## config.mk

```make
export PLATFORM = sky130hd
export DESIGN_NAME = inst_fetch_ctrl
export DESIGN_NICKNAME = d
export VERILOG_FILES = /design/src/rtl/inst_fetch_ctrl_pkg.sv /design/src/rtl/inst_fetch_ctrl_addr_map.sv /design/src/rtl/inst_fetch_ctrl.sv
export SDC_FILE = /design/constraint.sdc
export NUM_CORES = 1
export LEC_CHECK = 0
export ABC_AREA = 1
export BUFFER_PORTS_ARGS = -buffer_cell sky130_fd_sc_hd__buf_2
export CAP_MARGIN = 10
export CELL_PAD_IN_SITES_DETAIL_PLACEMENT = 1
export CELL_PAD_IN_SITES_GLOBAL_PLACEMENT = 2
export CORE_ASPECT_RATIO = 1.5
export CORE_UTILIZATION = 23
export CTS_BUF_LIST = sky130_fd_sc_hd__clkbuf_8
export DETAILED_ROUTE_END_ITERATION = 8
export PLACE_DENSITY_LB_ADDON = 0.12
export SYNTH_ARGS = -nofsm -noshare
export SYNTH_HDL_FRONTEND = slang
export SYNTH_SLANG_ARGS = --single-unit
```

## constraint.sdc

```tcl
create_clock -name clk -period 1.85 [get_ports clk]
set_clock_uncertainty 0.1 [all_clocks]
set_input_delay 0.37 -clock clk [delete_from_list [all_inputs] [get_ports clk]]
set_output_delay 0.37 -clock clk [all_outputs]
set_load 0.02 [all_outputs]
```

## src/rtl/inst_fetch_ctrl_pkg.sv

```systemverilog
// Shared definitions for the instruction-fetch controller.
//   fetch_state_t : fetch FSM states (IDLE, ADDR, DATA, HOLD)
//   SIZE_WORD     : bus transfer size code for a 32-bit word
//   NOP_WORD      : instruction presented on an address-error fetch
//   RESET_VECTOR  : boot PC, shared with the PC register
//   KSEG01_TOP    : top two VA bits selecting kseg0/kseg1
package inst_fetch_ctrl_pkg;

  typedef enum logic [1:0] {
    IDLE = 2'd0,
    ADDR = 2'd1,
    DATA = 2'd2,
    HOLD = 2'd3
  } fetch_state_t;

  localparam logic [1:0]  SIZE_WORD    = 2'b10;
  localparam logic [31:0] NOP_WORD     = 32'h0000_0000;
  localparam logic [31:0] RESET_VECTOR = 32'hbfc0_0000;
  localparam logic [1:0]  KSEG01_TOP   = 2'b10;

endpackage

```

## src/rtl/inst_fetch_ctrl_addr_map.sv

```systemverilog
// inst_addr_map: combinational kseg0/kseg1 virtual-to-physical mapping.
// Addresses whose top two bits are 2'b10 have their top three bits cleared;
// all other addresses pass through unchanged.
// Ports:
//   vaddr  in  WIDTH  virtual fetch address
//   paddr  out WIDTH  physical fetch address
module inst_addr_map
  import inst_fetch_ctrl_pkg::*;
#(
  parameter int unsigned WIDTH = 32
) (
  input  logic [WIDTH-1:0] vaddr,
  output logic [WIDTH-1:0] paddr
);

  always_comb begin
    paddr = vaddr;
    if (vaddr[WIDTH-1 -: 2] == KSEG01_TOP) begin
      paddr[WIDTH-1 -: 3] = 3'b000;
    end
  end

endmodule

```

## src/rtl/inst_fetch_ctrl.sv

```systemverilog
// inst_fetch_ctrl: non-pipelined instruction-fetch controller.
// Issues one SRAM-like read per PC value, holds the returned instruction for
// decode and pulses the PC enable when the instruction is consumed. Flushes
// during a bus transaction are absorbed (the handshake completes and the data
// is dropped) so bus transactions are never aborted.
// Optional feature: define INST_KSEG_MAP_EN to present kseg0/kseg1-mapped
// physical addresses on inst_addr; otherwise inst_addr is pc_f unmapped.
// Ports:
//   clk, rst                   clock, synchronous active-high reset
//   pc_f                       current PC from the PC register
//   d_stall, flush             decode back-pressure, redirect/exception
//   pc_en                      PC register enable
//   fetch_stall                high while no valid instruction is held
//   inst_f, inst_valid, adel_f fetched instruction, valid, address error
//   inst_req .. inst_wdata     bus request side (read-only, word size)
//   inst_addr_ok, inst_data_ok, inst_rdata  bus response side
module inst_fetch_ctrl
  import inst_fetch_ctrl_pkg::*;
#(
  parameter int unsigned       WIDTH    = 32,
  parameter logic [WIDTH-1:0]  NOP_INST = WIDTH'(NOP_WORD)
) (
  input  logic             clk,
  input  logic             rst,
  input  logic [WIDTH-1:0] pc_f,
  input  logic             d_stall,
  input  logic             flush,
  output logic             pc_en,
  output logic             fetch_stall,
  output logic [WIDTH-1:0] inst_f,
  output logic             inst_valid,
  output logic             adel_f,
  output logic             inst_req,
  output logic             inst_wr,
  output logic [1:0]       inst_size,
  output logic [WIDTH-1:0] inst_addr,
  output logic [WIDTH-1:0] inst_wdata,
  input  logic             inst_addr_ok,
  input  logic             inst_data_ok,
  input  logic [WIDTH-1:0] inst_rdata
);

  fetch_state_t     state;
  logic             cancel;
  logic             misaligned;
  logic [WIDTH-1:0] pc_phys;

  assign misaligned = |pc_f[1:0];

`ifdef INST_KSEG_MAP_EN
  inst_addr_map #(.WIDTH(WIDTH)) u_addr_map (
    .vaddr (pc_f),
    .paddr (pc_phys)
  );
`else
  assign pc_phys = pc_f;
`endif

  always_ff @(posedge clk) begin
    if (rst) begin
      state      <= IDLE;
      inst_f     <= '0;
      inst_valid <= 1'b0;
      adel_f     <= 1'b0;
      inst_req   <= 1'b0;
      inst_addr  <= '0;
      cancel     <= 1'b0;
    end else begin
      case (state)
        IDLE: begin
          // A flush here means pc_f is being redirected; start on the new PC.
          if (!flush) begin
            if (misaligned) begin
              inst_f     <= NOP_INST;
              adel_f     <= 1'b1;
              inst_valid <= 1'b1;
              state      <= HOLD;
            end else begin
              inst_addr <= pc_phys;
              inst_req  <= 1'b1;
              state     <= ADDR;
            end
          end
        end
        ADDR: begin
          if (flush) cancel <= 1'b1;
          if (inst_addr_ok) begin
            inst_req <= 1'b0;
            state    <= DATA;
          end
        end
        DATA: begin
          if (inst_data_ok) begin
            // A flush arriving with the data counts as a cancel.
            if (cancel || flush) begin
              cancel <= 1'b0;
              state  <= IDLE;
            end else begin
              inst_f     <= inst_rdata;
              adel_f     <= 1'b0;
              inst_valid <= 1'b1;
              state      <= HOLD;
            end
          end else if (flush) begin
            cancel <= 1'b1;
          end
        end
        HOLD: begin
          if (flush || !d_stall) begin
            inst_valid <= 1'b0;
            state      <= IDLE;
          end
        end
        default: state <= IDLE;
      endcase
    end
  end

  assign pc_en       = flush | ((state == HOLD) & ~d_stall);
  assign fetch_stall = (state != HOLD);
  assign inst_wr     = 1'b0;
  assign inst_size   = SIZE_WORD;
  assign inst_wdata  = '0;

endmodule

```

==> reports/results.tsv, run 1 <==
metric	value	unit
gp_congestion	0.682	
r2r-end	inst_f[30]	
cp-startpoint	state[1]	
finalCritPeriodShare	0.942	
instances_no_fill	761	
hold_path_class	input pin to flop	
synthTopCellsByArea	dfxtp_1 43%, nand2_1 12%, nor2_1 9.3%, buf_4 8.3%, nand3_1 5.7%	
cts_tree	done	
vdd_drop_max	0.291	mV
fillers	1741	
grt_max_degree	37	
drc	0	
critPathTopFamily	flip-flops	
final_cell_mix	138 x buf_2, 106 x nand2_1, 80 x nor2_1	
vias_per_cell	4.33	
drt-initial-drc-count	83	
first_global_vias	3448	
wl_per_cell	13.4	um
hold_viol	0	
final_common_cell	buf_2	
dieHeight	147	um
rsz0062_at_grt	false	
cp_num_buf_inv	1	
finalCriticalPeriod	1740	ps
crit_path_max_incr_delay	430	ps
portBuffers	138	
post_cts_buffers	0	
die-area	14600	sq um
drtPass1Iterations	4	
ys_types	21	
netSwitchingPower	0.00190	W
start_util	0.238	
dp_hpwl	7.41	mm
crit_path_cell_trace	nand2_1 -> o21ai_0 -> buf_2	
design.portCount	174	
critPathKind	flop to output pin	
cts-root-buf	clkbuf_8	
place_ws	225	ps
dpl.cell_count	745	
cts_buffer_depth	2	
synth_top_area_share	0.432	
ys_ff_latch	70	
synth.yosys.seq_area_share	0.432	
netlist_instances	461	
internal-power	0.00311	W
finalSetupViolCount	0	
rows	52	
fmax	0.574	GHz
drv_cap	0	
powerDensity	1190	nW/um^2
start_kind	flop	
syn_avg_cell_area	7.03	sq um
cp.required	1380	ps
diodes	0	
finalPower	0.00501	W
endpoint	pc_en	
finalWorstSetupSlack	107	ps
worstSkewPairLatency	350	ps
ff2ff_setup_slack	350	ps
swShare	0.380	
wl	10.2	mm
grt_pass1_wl	16.5	mm
syn_area	3240	sq um
endpoint_kind	output pin	
crit_fanout	4	
setup_tns	0	ps
status	complete, no violations	
final_antenna_net_count	0	
htreeDepth	3	
antenna_found_initial	0	
fin_nets	664	
pwr-share-seq	0.376	
core-area	13600	sq um
clk_pin_slew	80	ps
critPathSlowestCell	dfxtp_1	
vias	3293	
p_comb_frac	0.355	
p_clk_frac	0.269	
synth_area_leader_cell	dfxtp_1	
crit_cells	3	
die_w	98.9	um
syn2layout_area_growth	29.9	%
ys_warn_count	0	
cts_made_buffers	9	
clock_sinks	70	
ctsHoldBuffers	0	
maxSlewViolCount	0	
p_leak	2.18	nW
grt_usage	0.143	
arrival	1270	ps
final_layout_size_suffix_gt1_frac	0.301	
ff2ff_path_depth	8	
r2r_start	state[1]	
grt.overflow.total	0	
-- power groups by stage --
stage / clock [W] / combinational [W] / sequential, W
final: 0.00135 / 0.00178 / 0.00188
after global routing: 0.00148 / 0.00199 / 0.00192
after CTS: 0.00143 / 0.00182 / 0.00189
after detailed placement: 0 / 0.00182 / 0.00192
after global placement: 0 / 0.00179 / 0.00192
after floorplan: 0 / 0.00102 / 0.00218
-- area by class of cell --
class	count	area, sq um	share of cell area
Clock buffer	9	124	0.0294
Multi-Input combinational cell	328	1430	0.340
Inverter	32	120	0.0285
Tap cell	162	203	0.0481
Timing Repair Buffer	153	841	0.200
Clock inverter	7	90.1	0.0214
Sequential cell	70	1400	0.333
-- tightest hold or removal path: cells and delay by family --
family                 cells  cell delay, ps
buffers and inverters      1              90
AO/OA/AOI/OAI              1              60
AND/OR/NAND/NOR            1              70
-- through the flow --
| stage | utilization | hold WS, ps | instance area, sq um |
|---|---|---|---|
| after global placement | 0.294 | 345 | 4000 |
| after detailed placement | 0.294 | 352 | 4000 |
| final | 0.310 | 178 | 4210 |
| after global routing | 0.310 | 163 | 4210 |
| after floorplan | - | 372 | 3370 |
| after CTS | 0.310 | 149 | 4210 |
-- kinds of logic (layout without fill, tap and decap cells) --
family                 after synthesis  after routing  synth area share
other                                2             35           0.00232
AO/OA/AOI/OAI                       40             40            0.0637
AND/OR/NAND/NOR                    253            253             0.338
buffers and inverters               96            201             0.164
flip-flops                          70             70             0.432
-- worst min-delay path by stage --
stage / to / cells after the start / startpoint / slack (ps)
2_1_floorplan: cancel / 2 / cancel / 370
5_1_grt: inst_addr[11] / 3 / pc_f[11] / 160
3_5_place_dp: adel_f / 2 / adel_f / 350
3_3_place_gp: inst_addr[19] / 2 / inst_addr[19] / 340
4_1_cts: inst_addr[11] / 3 / pc_f[11] / 150
6_report: inst_addr[11] / 3 / pc_f[11] / 180
-- Yosys cell counts --
cell type	count
nand2_1	106
nor2_1	80
dfxtp_1	70
nand3_1	37
buf_4	36
a21oi_1	35
inv_1	28
nand4_1	22
buf_2	17
clkbuf_1	9
nand2_2	3
nor2_4	3
o21ai_0	3
buf_6	2
clkinv_1	2
conb_1	2
inv_2	2
nand2_4	1
nand3_2	1
o21a_1	1
o21ai_2	1
-- state kept, by name (all words and copies together) (netlist names) --
| name | flops |
|---|---|
| inst_req | 1 |
| inst_valid | 1 |
| adel_f | 1 |
| inst_f | 32 |
| cancel | 1 |
| state | 2 |
| inst_addr | 32 |
-- layer usage --
layer / track usage / wire length (um) / vias up
li1: - / - / 1651
met1: 0.154 / 4050 / 1526
met2: 0.262 / 5320 / 106
met3: 0.0336 / 632 / 10
met4: 0.0627 / 180 / 0
met5: 0 / 0 / -
-- what timing repair did --
action                                  4_1_cts  5_1_grt
endpoints found under the setup margin        1        0
hold endpoints to repair                      0        0
gates resized for setup                       1        0
Note: power is estimated with default switching activity, not from simulation.
==> inputs of run 2 (changes only) <==
--- a/config.mk
+++ b/config.mk
@@ -11,10 +11,11 @@
 export CELL_PAD_IN_SITES_DETAIL_PLACEMENT = 1
 export CELL_PAD_IN_SITES_GLOBAL_PLACEMENT = 2
 export CORE_ASPECT_RATIO = 1.5
-export CORE_UTILIZATION = 23
+export CORE_UTILIZATION = 21
 export CTS_BUF_LIST = sky130_fd_sc_hd__clkbuf_8
 export DETAILED_ROUTE_END_ITERATION = 8
 export PLACE_DENSITY_LB_ADDON = 0.12
+export SLEW_MARGIN = 5
 export SYNTH_ARGS = -nofsm -noshare
 export SYNTH_HDL_FRONTEND = slang
 export SYNTH_SLANG_ARGS = --single-unit
==> constraint.sdc (replaced) <==
create_clock -name clk -period 1.5 [get_ports clk]
set_clock_uncertainty 0.1 [all_clocks]
set_input_delay 0.3 -clock clk [delete_from_list [all_inputs] [get_ports clk]]
set_output_delay 0.3 -clock clk [all_outputs]
set_load 0.02 [all_outputs]
==> reports/results.tsv, run 2 (synthesis gave the netlist of run 1 again) <==
metric	value	unit	change
vias_per_cell	4.15		-4.0%
drc	0		unchanged
clock_sinks	70		unchanged
endpoint_kind	output pin		
diodes	0		unchanged
die-area	15900	sq um	+9.4%
cts_tree	done		
final_common_cell	buf_2		
p_comb_frac	0.378		+0.023
finalCritPeriodShare	1.02		
design.portCount	174		unchanged
swShare	0.382		+0.00223
gp_congestion	0.669		-1.9%
reg_top3	inst_addr: 32 flops, inst_f: 32 flops, state: 2 flops		
status	finished, violations left		
cts_buffer_depth	2		unchanged
fmax	0.653	GHz	
core-area	15100	sq um	+11%
syn2layout_area_growth	38.0	%	
portBuffers	138		unchanged
design_area	4470	sq um	+6.2%
rows	55		+5.8%
drt-initial-drc-count	73		-12%
dpl_cell_area	4110	sq um	+2.8%
start_kind	flop		
final_cell_mix	137 x buf_2, 102 x nand2_1, 79 x nor2_1		
vias	3347		+1.6%
p_clk_frac	0.262		-0.007
finish.utilization	0.297		-0.0130
hold_viol	0		unchanged
drtPass1Iterations	4		unchanged
final_layout_size_suffix_gt1_frac	0.325		+0.0240
crit_fanout	3		-1
p_leak	2.27	nW	+4.3%
finalSetupViolCount	1		+1
cts-root-buf	clkbuf_8		
grt_max_degree	37		unchanged
powerDensity	1440	nW/um^2	+21%
rsz0062_at_grt	true		
grt_pass1_wl	17.2	mm	+4.3%
maxSlewViolCount	0		unchanged
pwr-share-seq	0.361		-0.015
worstSkewPairLatency	340	ps	about the same
grt_usage	0.139		-0.00339
finalWorstSetupSlack	-32.6	ps	-139 ps
drv_cap	0		unchanged
finalCriticalPeriod	1530	ps	
wl_per_cell	13.9	um	+3.9%
wl	11.2	mm	+10%
cts_made_buffers	9		unchanged
dieHeight	154	um	+4.6%
htreeDepth	3		unchanged
grt.overflow.total	0		unchanged
start_util	0.215		-0.0233
antenna_found_initial	0		unchanged
die_w	103	um	+4.6%
vdd_drop_max	0.529	mV	+82%
dp_hpwl	7.72	mm	+4.2%
holdWs	115	ps	-62.3 ps
violations	negative setup slack		
arrival	1130	ps	-140 ps
hold_path_class	input pin to flop		
final_antenna_net_count	0		unchanged
critPathKind	flop to output pin		
netSwitchingPower	0.00245	W	+29%
clk_pin_slew	80	ps	about the same
fin_nets	673		+1.4%
internal-power	0.00397	W	+28%
cp.required	1100	ps	-280 ps
first_global_vias	3406		-1.2%
## run 2: cell types whose count changed in the layout (fill, tap and decap cells not counted), moves of 2 or more
cell       delta
buf_12        +3
buf_4         +2
buf_6         +3
clkbuf_16     +2
clkinv_2      -2
clkinv_4      +2
nand2_1       -4
nand2_4       +2
## run 2: per-stage QoR
| step | total power, W | cells | setup slack (ps) | setup TNS [ps] |
|---|---|---|---|---|
| floorplan | 0.00395 | 494 | 31.1 | 0 |
| global placement | 0.00470 | 786 | -26.1 | -59.6 |
| detailed placement | 0.00474 | 786 | -60.4 | -952 |
| CTS | 0.00652 | 803 | -78.5 | -80.0 |
| global route | 0.00694 | 806 | -96.6 | -2630 |
| finish | 0.00643 | 806 | -32.6 | -32.6 |
## run 2: worst paths after layout
path	endpoint	slack, ps	cells after the start	from
setup reg to reg	inst_addr[13]	20	8	state[0]
hold reg to reg	inst_addr[20]	360	2	inst_addr[20]
setup / recovery	pc_en	-30	4	state[0]
hold / removal	inst_addr[7]	120	3	pc_f[7]
## run 2: power by group through the flow
stage / Combinational, W / Sequential [W] / Clock [W]
floorplan: 0.00126 / 0.00269 / 0
detailed placement: 0.00237 / 0.00237 / 0
finish: 0.00243 / 0.00232 / 0.00168
global placement: 0.00233 / 0.00236 / 0
CTS: 0.00242 / 0.00233 / 0.00178
global route: 0.00273 / 0.00236 / 0.00185
## run 2: area by class of cell
cell class | count | area [sq um]
Fill cell | 1889 | 10600
Multi-Input combinational cell | 328 | 1490
Clock inverter | 6 | 88.8
Timing Repair Buffer | 162 | 995
Tap cell | 199 | 249
Inverter | 32 | 125
Sequential cell | 70 | 1410
Clock buffer | 9 | 124
## run 2: critical path, stage by stage, from the launching register on
cell     delay (ps)
dfxtp_4         360
buf_6           100
nand2_4          60
o21ai_4         140
buf_6           140
## run 2: timing repair
item                                    in CTS  in global routing
gates cloned                                 0                  3
resized for setup                           10                 11
hold buffers                                 0                  0
pin swaps                                    1                  2
buffers inserted                             2                  0
endpoints found under the setup margin       2                 68
## run 2: routing by layer
metal	global-route usage	vias to the layer above	routed length [um]
met5	0	-	0
met4	0.0456	0	111
met3	0.0380	5	713
met2	0.249	109	5950
met1	0.156	1569	4420
li1	-	1664	-
==> inputs of run 3 (changes only) <==
--- a/config.mk
+++ b/config.mk
@@ -10,11 +10,11 @@
 export CAP_MARGIN = 10
 export CELL_PAD_IN_SITES_DETAIL_PLACEMENT = 1
 export CELL_PAD_IN_SITES_GLOBAL_PLACEMENT = 2
-export CORE_ASPECT_RATIO = 1.5
 export CORE_UTILIZATION = 21
 export CTS_BUF_LIST = sky130_fd_sc_hd__clkbuf_8
 export DETAILED_ROUTE_END_ITERATION = 8
-export PLACE_DENSITY_LB_ADDON = 0.12
+export HOLD_SLACK_MARGIN = 0.15
+export PLACE_DENSITY_LB_ADDON = 0.1
 export SLEW_MARGIN = 5
 export SYNTH_ARGS = -nofsm -noshare
 export SYNTH_HDL_FRONTEND = slang
==> reports/results.tsv, run 3 (synthesis gave the netlist of run 1 again) <==
metric	value	unit	change
reg_top3	inst_addr: 32 flops, inst_f: 32 flops, state: 2 flops		
fmax	0.640	GHz	-1.9%
drt-initial-drc-count	113		+55%
powerDensity	1350	nW/um^2	-6.3%
start_kind	flop		
die-area	15900	sq um	about the same
htreeDepth	3		unchanged
grt.overflow.total	0		unchanged
wl	10.7	mm	-4.4%
p_comb_frac	0.388		+0.010
p_clk_frac	0.250		-0.012
crit_fanout	3		unchanged
p_leak	2.42	nW	+6.5%
hold-path-cell-count	5		+2
design_area	4750	sq um	+6.2%
grt_max_degree	37		unchanged
syn2layout_area_growth	46.5	%	
ff2ff_setup_slack	-10	ps	-30 ps
pwr-share-seq	0.362		about the same
cp.required	1100	ps	about the same
cts_tree	done		
first_global_vias	3444		+1.1%
finalWorstSetupSlack	-62.0	ps	-29.4 ps
cts_made_buffers	9		unchanged
clk_pin_slew	80	ps	about the same
hp-start	inst_rdata[9]		
r2r-end	inst_addr[15]		
rows	45		-18%
core-area	15100	sq um	+0.50%
diodes	0		unchanged
gp_congestion	0.709		+6.0%
netSwitchingPower	0.00244	W	-0.54%
final_common_cell	buf_2		
rsz0062_at_grt	true		
fin_nets	710		+5.5%
dpl.cell_count	782		-0.51%
drtPass1Iterations	4		unchanged
critPathKind	flop to output pin		
endpoint_kind	output pin		
drc	0		unchanged
hold_viol	0		unchanged
cts-root-buf	clkbuf_8		
cts_buffer_depth	2		unchanged
portBuffers	138		unchanged
clock_sinks	70		unchanged
ff2ff_path_depth	8		unchanged
final_cell_mix	136 x buf_2, 104 x nand2_1, 80 x nor2_1		
vdd_drop_max	0.392	mV	-26%
finalCriticalPeriod	1560	ps	+29.4 ps
drv_cap	0		unchanged
maxSlewViolCount	0		unchanged
dieHeight	126	um	-18%
final_antenna_net_count	0		unchanged
arrival	1160	ps	+30 ps
final_layout_size_suffix_gt1_frac	0.309		-0.0160
place_ws	-54.2	ps	+6.17 ps
hold_path_end	inst_f[9]		
design.portCount	174		unchanged
wl_per_cell	12.8	um	-7.5%
start_util	0.214		-0.00107
finalCritPeriodShare	1.04		+0.0196
finalSetupViolCount	6		+5
dp_hpwl	7.49	mm	-3.0%
r2r_start	state[0]		
instances_no_fill	833		+3.3%
status	finished, violations left		
dpl_cell_area	4140	sq um	+0.64%
fillers	1930		+2.2%
finish.utilization	0.314		+0.0167
vias_per_cell	4.15		about the same
swShare	0.382		about the same
internal-power	0.00395	W	-0.50%
vias	3456		+3.3%
grt_usage	0.137		-0.00201
grt_pass1_wl	17.1	mm	-0.80%
antenna_found_initial	0		unchanged
worstSkewPairLatency	360	ps	+20 ps
violations	negative setup slack		
die_w	126	um	+22%
hold_path_class	input pin to flop		
==> run 3: changes by cell type in the layout (fill, tap and decap cells not counted), sizes merged <==
cell / change
dlygate4sd3: +32
buf: +7
bufinv: -1
clkinvlp: -1
inv: +1
==> run 3: critical path, cell delays in order (launching register included) <==
cell	delay, ps
dfxtp_4	360
buf_6	100
nand2_4	50
o21ai_2	150
buf_6	140
==> run 3: power groups by stage <==
stage	Sequential [W]	Combinational (W)	Clock (W)
2_1_floorplan	0.00269	0.00126	0
3_3_place_gp	0.00236	0.00233	0
3_5_place_dp	0.00237	0.00237	0
4_1_cts	0.00232	0.00250	0.00167
5_1_grt	0.00236	0.00276	0.00176
6_report	0.00232	0.00248	0.00160
==> run 3: stage by stage <==
step / hold slack (ps) / total power, W / setup TNS (ps)
6_report: 185 / 0.00639 / -88.4
3_3_place_gp: 343 / 0.00470 / -2170
2_1_floorplan: 365 / 0.00395 / 0
5_1_grt: 182 / 0.00688 / -6060
4_1_cts: 165 / 0.00650 / -91.4
3_5_place_dp: 351 / 0.00473 / -1810
==> run 3: final cells by class <==
cell class	instances	area (sq um)	area share
Clock buffer	11	151	0.0319
Clock inverter	5	48.8	0.0103
Sequential cell	70	1410	0.296
Inverter	32	123	0.0258
Multi-Input combinational cell	328	1460	0.307
Timing Repair Buffer	199	1330	0.280
Tap cell	188	235	0.0495
==> run 3: repair_timing <==
action,CTS,global route
pin swaps,2,1
hold buffers,32,0
setup endpoints to repair,7,72
cloned,0,0
buffers inserted,3,0
resized for setup,14,9
endpoints found under the hold margin,31,0
==> run 3: how the worst max path moves through the flow <==
stage,slack [ps],from,to,depth (start not counted)
4_1_cts,-90,state[0],pc_en,4
2_1_floorplan,30,state[0],pc_en,2
3_3_place_gp,-60,pc_f[0],state[1],9
3_5_place_dp,-50,pc_f[0],inst_f[24],9
6_report,-60,state[0],pc_en,4
5_1_grt,-130,state[0],pc_en,4
==> run 3: routing by layer <==
layer  share of wire  vias to the layer above  track usage
li1                -                     1740            -
met1            0.44                     1609        0.159
met2            0.48                       95        0.232
met3           0.066                       12       0.0433
met4           0.016                        0       0.0617
met5               0                        -            0
